===== src/rtl/clasif_desviador.sv =====
// Coffee-bean diverter: holds graded beans in a timestamped FIFO while they
// travel down the conveyor, then pulses the matching gate once each bean arrives.
// Ports: clk, rst_n, bean_valid, led_baja/media/alta, clr_counts, count_sel ->
//        gate_baja/media/alta, busy, fifo_full, err_flag, count_out.
module clasif_desviador #(
    parameter int DEPTH  = 4,
    parameter int TS_W   = 8,
    parameter int TRAVEL = 20,
    parameter int PULSE  = 5
) (
    input  logic       clk,
    input  logic       rst_n,
    input  logic       bean_valid,
    input  logic       led_baja,
    input  logic       led_media,
    input  logic       led_alta,
    input  logic       clr_counts,
    input  logic [1:0] count_sel,
    output logic       gate_baja,
    output logic       gate_media,
    output logic       gate_alta,
    output logic       busy,
    output logic       fifo_full,
    output logic       err_flag,
    output logic [7:0] count_out
);
    localparam int AW = $clog2(DEPTH);
    localparam int PW = $clog2(PULSE + 1);
    localparam logic [AW:0]     FULL_OCC = (AW + 1)'(DEPTH);
    localparam logic [TS_W-1:0] TRAVEL_C = TS_W'(TRAVEL);
    localparam logic [PW-1:0]   PULSE_C  = PW'(PULSE);

    typedef enum logic {IDLE, FIRE} state_t;

    state_t state, next_state;

    logic [TS_W-1:0] now;
    logic [2:0]      fifo_g  [DEPTH];
    logic [TS_W-1:0] fifo_ts [DEPTH];
    logic [AW-1:0]   wr_ptr, rd_ptr;
    logic [AW:0]     occ;
    logic [PW-1:0]   pcnt;
    logic [2:0]      cur_g;
    logic [7:0]      cnt [4];

    logic [2:0]      grade;
    logic [2:0]      head_g;
    logic [TS_W-1:0] age;
    logic            onehot, empty, full;
    logic            push, pop, fire, drop;

    assign grade  = {led_alta, led_media, led_baja};
    assign onehot = (grade == 3'b001) || (grade == 3'b010) ||
                    (grade == 3'b100);
    assign empty  = (occ == '0);
    assign full   = (occ == FULL_OCC);
    assign head_g = fifo_g[rd_ptr];
    // Modular subtraction keeps the age correct across timestamp wrap.
    assign age    = now - fifo_ts[rd_ptr];

    // Full is judged on current occupancy, so a same-cycle pop never
    // makes room for the incoming bean.
    assign push = bean_valid && onehot && !full;
    assign pop  = !empty && (age == TRAVEL_C);
    assign fire = pop && (state == IDLE);
    assign drop = pop && (state == FIRE);

    always_ff @(posedge clk or negedge rst_n) begin
        if (!rst_n) now <= '0;
        else        now <= now + 1'b1;
    end

    always_ff @(posedge clk or negedge rst_n) begin
        if (!rst_n) begin
            wr_ptr <= '0;
            rd_ptr <= '0;
            occ    <= '0;
            for (int i = 0; i < DEPTH; i++) begin
                fifo_g[i]  <= '0;
                fifo_ts[i] <= '0;
            end
        end else begin
            if (push) begin
                fifo_g[wr_ptr]  <= grade;
                fifo_ts[wr_ptr] <= now;
                wr_ptr          <= wr_ptr + 1'b1;
            end
            if (pop) rd_ptr <= rd_ptr + 1'b1;
            case ({push, pop})
                2'b10:   occ <= occ + 1'b1;
                2'b01:   occ <= occ - 1'b1;
                default: occ <= occ;
            endcase
        end
    end

    // Actuator FSM: state register
    always_ff @(posedge clk or negedge rst_n) begin
        if (!rst_n) state <= IDLE;
        else        state <= next_state;
    end

    // Actuator FSM: next state
    always_comb begin
        next_state = state;
        case (state)
            IDLE:    if (fire) next_state = FIRE;
            FIRE:    if (pcnt == PULSE_C) next_state = IDLE;
            default: next_state = IDLE;
        endcase
    end

    // pcnt numbers the gate-high cycles 1..PULSE.
    always_ff @(posedge clk or negedge rst_n) begin
        if (!rst_n) begin
            pcnt  <= '0;
            cur_g <= '0;
        end else if (fire) begin
            pcnt  <= PW'(1);
            cur_g <= head_g;
        end else if (state == FIRE) begin
            pcnt  <= pcnt + 1'b1;
        end
    end

    // Actuator FSM: outputs
    always_comb begin
        {gate_alta, gate_media, gate_baja} = 3'b000;
        if (state == FIRE)
            {gate_alta, gate_media, gate_baja} = cur_g;
    end

    always_ff @(posedge clk or negedge rst_n) begin
        if (!rst_n) begin
            for (int i = 0; i < 4; i++) cnt[i] <= '0;
        end else if (clr_counts) begin
            for (int i = 0; i < 4; i++) cnt[i] <= '0;
        end else begin
            for (int i = 0; i < 3; i++)
                if (fire && head_g[i] && cnt[i] != 8'hFF)
                    cnt[i] <= cnt[i] + 1'b1;
            if (drop && cnt[3] != 8'hFF)
                cnt[3] <= cnt[3] + 1'b1;
        end
    end

    always_ff @(posedge clk or negedge rst_n) begin
        if (!rst_n)
            err_flag <= 1'b0;
        else if ((bean_valid && (!onehot || full)) || drop)
            err_flag <= 1'b1;
    end

    assign busy      = !empty || (state == FIRE);
    assign fifo_full = full;
    assign count_out = cnt[count_sel];

endmodule


===== config.mk =====
export PLATFORM = sky130hd
export DESIGN_NAME = clasif_desviador
export DESIGN_NICKNAME = d
export VERILOG_FILES = /design/src/rtl/clasif_desviador.sv
export SDC_FILE = /design/constraint.sdc
export NUM_CORES = 1
export LEC_CHECK = 0
export ABC_AREA = 0
export CAP_MARGIN = 10
export CELL_PAD_IN_SITES_DETAIL_PLACEMENT = 1
export CELL_PAD_IN_SITES_GLOBAL_PLACEMENT = 2
export CORE_MARGIN = 1.5
export CORE_UTILIZATION = 37
export CTS_BUF_LIST = sky130_fd_sc_hd__clkbuf_8 sky130_fd_sc_hd__clkbuf_16
export CTS_CLUSTER_SIZE = 10
export DETAILED_ROUTE_END_ITERATION = 10
export GPL_TIMING_DRIVEN = 0
export PLACE_DENSITY = 0.76
export SYNTH_ARGS = -nofsm -noshare
export SYNTH_HDL_FRONTEND = slang
export SYNTH_SLANG_ARGS = --single-unit

===== constraint.sdc =====
create_clock -name clk -period 3.8 [get_ports clk]
set_input_delay 0.57 -clock clk [delete_from_list [all_inputs] [get_ports clk]]
set_output_delay 0.57 -clock clk [all_outputs]
set_load 0.1 [all_outputs]

* Yosys cells after proc, flatten, opt, wreduce, memory -nomap -nowiden *
Cells that the tools add are included.

operators by class
  add/subtract/negate cells = 11
  magnitude comparators = 4
  equality and inequality tests = 12
  multiplexer cells = 29
  bitwise operators = 4
  reduce and logical (&&, ||, !) cells = 29

operators by type and width
  operator               count
  $mux W8                9
  $add A8 B1 Y8 const B  5
  $bmux W8 S2            2
  $bwmux W32             1
  $mux W32               1
  $ne A8 B8 Y1 const B   4
  $demux W8 S2           1
  $mux W3                5
  $logic_and A1 B1 Y1    14
  $bwmux W12             1
  $reduce_bool A2 Y1     6
  $eq A3 B3 Y1 const B   3
  $ge A3 B3 Y1 const B   3
  $not A2 Y3             3
  $eq A8 B5 Y1 const B   1
  $sub A8 B8 Y8          1
  $add A3 B1 Y3 const B  2
  $bmux W3 S2            1
  $demux W3 S2           1
  $pmux W3 S2            1
  $logic_or A1 B1 Y1     5
  $mux W1                5
  $add A2 B1 Y2 const B  2
  $eq A3 B1 Y1 const B   1
  other kinds (9)        11

word-level totals
  flip-flop bits (word level) = 99
  output and inout port bits = 14

* Logic depth before layout (Yosys ltp) *
  depth in word-level cells = 12
  mapped depth = 17
  mapped depth without buffers = 15

* Worst setup path after synthesis *
No wires, ideal clock.

  kind = reg-to-reg
  from = register rd_ptr[0]
  to = register occ[2]
  library setup time = 0.079 ns
  data arrival time = 4.008 ns
  path slack = -0.288 ns
  stages on the path, launching flop included = 17
  period minus slack after synthesis = 4.088 ns
  cells stage by stage = dfrtp_1 buf_2 mux4_2 inv_1 ha_1 o211ai_1 a21oi_1 or3_1 a2111oi_4 nand3_1 inv_1 ha_1 inv_1 fa_1 xor2_1 nor2_1 xor2_1

on the way
  longest elaborated chain between the ends = 9
  elaborated cells between the ends (all ways) = 11
  classes of those cells = add/sub (1); eq/ne (3); mux (4); bitwise (1); reduce/logical (2)

ends and longest elaborated chain
  what                                                      RTL line  RTL
  from (decl)                                               40        logic [AW-1:0] wr_ptr, rd_ptr;
  from (signal assigned)                                    88        if (pop) rd_ptr <= rd_ptr + 1'b1;
  $not A2 Y3 (not written as such) (*)                      59        assign age = now - fifo_ts[rd_ptr];
  $bmux W8 S2 (*)                                           59
  $mux W8 (not written as such) (*) (2 in series)           59
  $sub A8 B8 Y8 (*)                                         59
  $eq A8 B5 Y1 (*)                                          64        assign pop = !empty && (age == TRAVEL_C);
  $logic_and A1 B1 Y1 (*)                                   64
  $eq A2 B1 Y1 / $eq A2 B2 Y1 (equally long branches)       89        case ({push, pop})
  $pmux W3 S2 / $reduce_bool A2 Y1 (equally long branches)  -
  to (signal assigned)                                      90        2'b10: occ <= occ + 1'b1;
  to (signal assigned)                                      91        2'b01: occ <= occ - 1'b1;
  to (decl)                                                 41        logic [AW:0] occ;

Every way passes the cells marked *; elsewhere a longest branch is shown, timed or not. The select of a mux whose other input is x is not followed.
A chain may end at the register's enable or synchronous reset.

* Worst setup path after layout *
  from = register rd_ptr[0]
  to = register cnt[11] in the netlist's numbering

on the way
  longest elaborated chain between the ends = 11
  elaborated cells between the ends (all ways) = 14
  classes of those cells = add/sub (1); eq/ne (1); mux (6); bitwise (1); reduce/logical (5)

ends and longest elaborated chain
  what                                         RTL line  RTL
  $not A2 Y3 (not written as such) (*)         57, 59
  $bmux W8 S2                                  59
  $mux W8 (not written as such) (2 in series)  59
  $sub A8 B8 Y8                                59
  $eq A8 B5 Y1                                 64
  $logic_and A1 B1 Y1                          64
  $logic_and A1 B1 Y1                          65        assign fire = pop && (state == IDLE);
  $logic_and A1 B1 Y1 (*) (2 in series)        140       if (fire && head_g[i] && cnt[i] != 8'hFF)
  $reduce_bool A2 Y1 (no line) (*)             -
  to (signal, indexed assignment)              141       cnt[i] <= cnt[i] + 1'b1;
  to (decl)                                    44        logic [7:0] cnt [4];

Marks and branches as above.

==> run_results.csv <==
group,metric,value,unit
yosys,netlist.area_leader.share,46.4,%
setup_path,end_kind,"flop",
detailed_routing,avgViaCountPerCell,5.49,
layout,post-route-cell-area,6290,um2
detailed_routing,wl_per_cell,19.1,um
yosys,synth_compound_area_share,9.08,%
yosys,syn_area,5330,um2
timing,hold_violations,0,
timing,setup-tns-final,0,ps
global_routing,grt_max_degree,53,
detailed_routing,drc,0,
yosys,synthArstFlopShare,100,%
die,num_io_pins,23,
clock_tree,numCtsBuffers,9,
setup_path,critical_path.max_fanout,9,
timing,slew_viol_final,0,
layout,diodes,0,
setup_path,cp.arrival,3970,ps
setup_path,crit_cells,14,
die,rows,43,
yosys,synth.top_cells.by_count,"99 x dfrtp_1, 41 x mux2_2, 41 x nand2_1",
worst_hold_path,hold_path_class,"in -> async",
die,dieArea,15100,um2
die,initial_utilization,38.1,%
global_routing,antenna_found_initial,0,
timing,max_slew.worst_pin.slew,978,ps
timing,max_slew_margin,34.6,%
setup_path,cp-endpoint,"cnt[11]",
clock_tree,cts_tree,"done",
layout,area_growth_syn_to_layout,17.9,%
timing,min_period_over_period,96.9,%
setup_path,critPathBufInv,5,
setup_path,startpoint,"rd_ptr[0]",
clock_tree,htree_levels,3,
setup_path,rr_startpoint,"rd_ptr[0]",
global_routing,grt_pass1_wl,22200,um
die,die-height,123,um
clock_tree,cts-root-buf,"clkbuf_16",
pwr,design_power_total,0.00403,W
setup_path,rrSetupSlack,120,ps
detailed_routing,dr.pass1.iters,4,
yosys,syn_avg_cell_area,11.0,um2
placement,gp_congestion,0.766,
yosys,synthSimpleGateAreaFrac,14.8,%
setup_path,crit_required,4080,ps
yosys,synth.distinct_cells,47,
setup_path,slowest_stage,"mux4_2",
layout,layout.nets,554,
yosys,ys.flop_type,"dfrtp_1",
timing,setup-violations-final,0,
yosys,synth_xor_area_share,3.12,%
clock_tree,clockBufferDepth,2,
yosys,synth_seq_area_share,46.4,%
detailed_routing,vias,3892,
timing,fmax,272,MHz
timing,rsz0062_at_grt,"yes",
detailed_routing,drt_iter0_drc,180,
detailed_routing,ant_nets,0,
setup_path,max_stage_delay,500,ps
yosys,synth_fa_ha_area_share,5.07,%
placement,place_area,5800,um2
pwr,p_leak,2.66,nW
setup_path,path_delay_family,"simple AND/OR/NAND/NOR gates",
status,status,"finished clean",
pwr,cellPowerDensity,641,nW/um2
setup_path,path_class,"reg -> reg",
placement,numPortBuffers,20,
global_routing,grt_util_all_layers,19.5,%
yosys,synth.most_common_cell,"dfrtp_1",
clock_tree,clock_sinks,99,
setup_path,cpMostUsedCell,"buf_4",
yosys,synth_top_cell_by_area,"dfrtp_1",
yosys,muxShareOfSynthArea,17.7,%
layout,layout-drive-gt1-share,22.9,%
timing,finalClockSkew,6.19,ps
setup_path,crit_path_cell_trace,"buf_12 > mux4_2 > inv_2 > ha_4 > o211ai_1 > buf_4 > buf_4 > a211oi_2 > or3_4 > and2_4 > or3_1 > buf_4 > or4_4 > a21oi_2",
yosys,synth_top_family_by_area,"multiplexers",
setup_path,start_kind,"flop",
global_routing,grt_pass1_vias,4169,
yosys,yosysWarnings,0,
yosys,synth_edf_count,0,
job,maxCapViolCount,0,
yosys,syn_nets,513,
yosys,synth-seq-cells,99,
detailed_routing,wl,13600,um
placement,dpl.hpwl,9520,um
clock_tree,cts_hold_buffers,0,
clock_tree,cts.clk_slew.worst_paths,70,ps
yosys,synthTopCellsByArea,"dfrtp_1 46%, mux2_2 8.7%, mux4_2 7.6%",
yosys,synth_cells,483,
global_routing,overflow,0,
pwr,vdd_drop_max,0.408,mV
setup_path,r2r-end,"cnt[11]",
clock_tree,clkLatencyLatePin,350,ps
die,dieWidth,123,um
timing,fin_crit,3680,ps
setup_path,reg2reg_depth,14,
die,core,14000,um2
cell families (layout without fill, tap and decap cells):
kind of cell	after synthesis	in the layout
simple gates	152	152
compound gates	77	77
mux	65	65
buf+inv	50	96
flops	99	99
fa+ha+maj	21	21
xor+xnor	19	19
worst min-delay path by stage:
stage           startpoint          end  cells past startpoint
6_report             rst_n       cnt[9]                      1
3_5_place_dp   fifo_ts[29]  fifo_ts[29]                      2
4_1_cts              rst_n      cnt[12]                      1
2_1_floorplan        rst_n       cnt[0]                      0
5_1_grt              rst_n      cnt[12]                      1
3_3_place_gp   fifo_ts[16]  fifo_ts[16]                      2
layer usage:
metal	part of all wire, %	GRT usage [%]	vias up
li1	-	-	1827
met1	45	24.7	2012
met2	51	33.6	40
met3	2.7	4.57	13
met4	1.3	5.03	0
met5	0	0	-
sequential cells by signal (all words and copies together) (netlist names), 2 cells and up:
name	count
cnt	32
fifo_ts	32
fifo_g	12
now	8
cur_g	3
occ	3
pcnt	3
rd_ptr	2
wr_ptr	2
repair_timing:
action	4_1_cts	5_1_grt
pin swaps	5	5
setup endpoints to repair	41	20
buffers inserted	8	2
gates resized for setup	16	22
area by class of cell:
type	count	area, um2
flip-flops and latches	99	2480
repair buffers	31	300
fillers	1555	7700
clock buffers	9	225
inverters	30	113
plain buffers	19	119
well taps	180	225
clock inverters	7	76.3
multi-input cells	334	2750
metrics by stage:
step	setup slack [ps]	instances	hold WS [ps]	utilization [%]
after global routing	-42.4	709	322	44.9
after floorplan	4.30	483	274	-
after detailed placement	-850	684	469	41.4
final	118	709	273	44.9
after global placement	-1790	683	458	41.3
after CTS	12.8	708	301	44.5
layout by cell type, fill, tap and decap left out, drive strengths merged, types with 7 or more instances in the layout:
master         count
mux4              19
o31ai              8
ha                20
a21oi             24
nand2             41
and3               7
nand2b             7
clkbuf            20
xor2               9
nor2              23
o21ai             27
nand3             15
dfrtp             99
mux2              41
or3                7
inv               34
xnor2             10
nor3               8
or4                9
buf               20
nand4             11
clkdlybuf4s50     19
power breakdown:
part	internal [W]	switching, W
logic	0.000741	0.000889
clock network	0.000518	0.000430
registers	0.00131	0.000144
total	0.00257	0.00146
No activity file was read; power rests on OpenSTA's default activity.
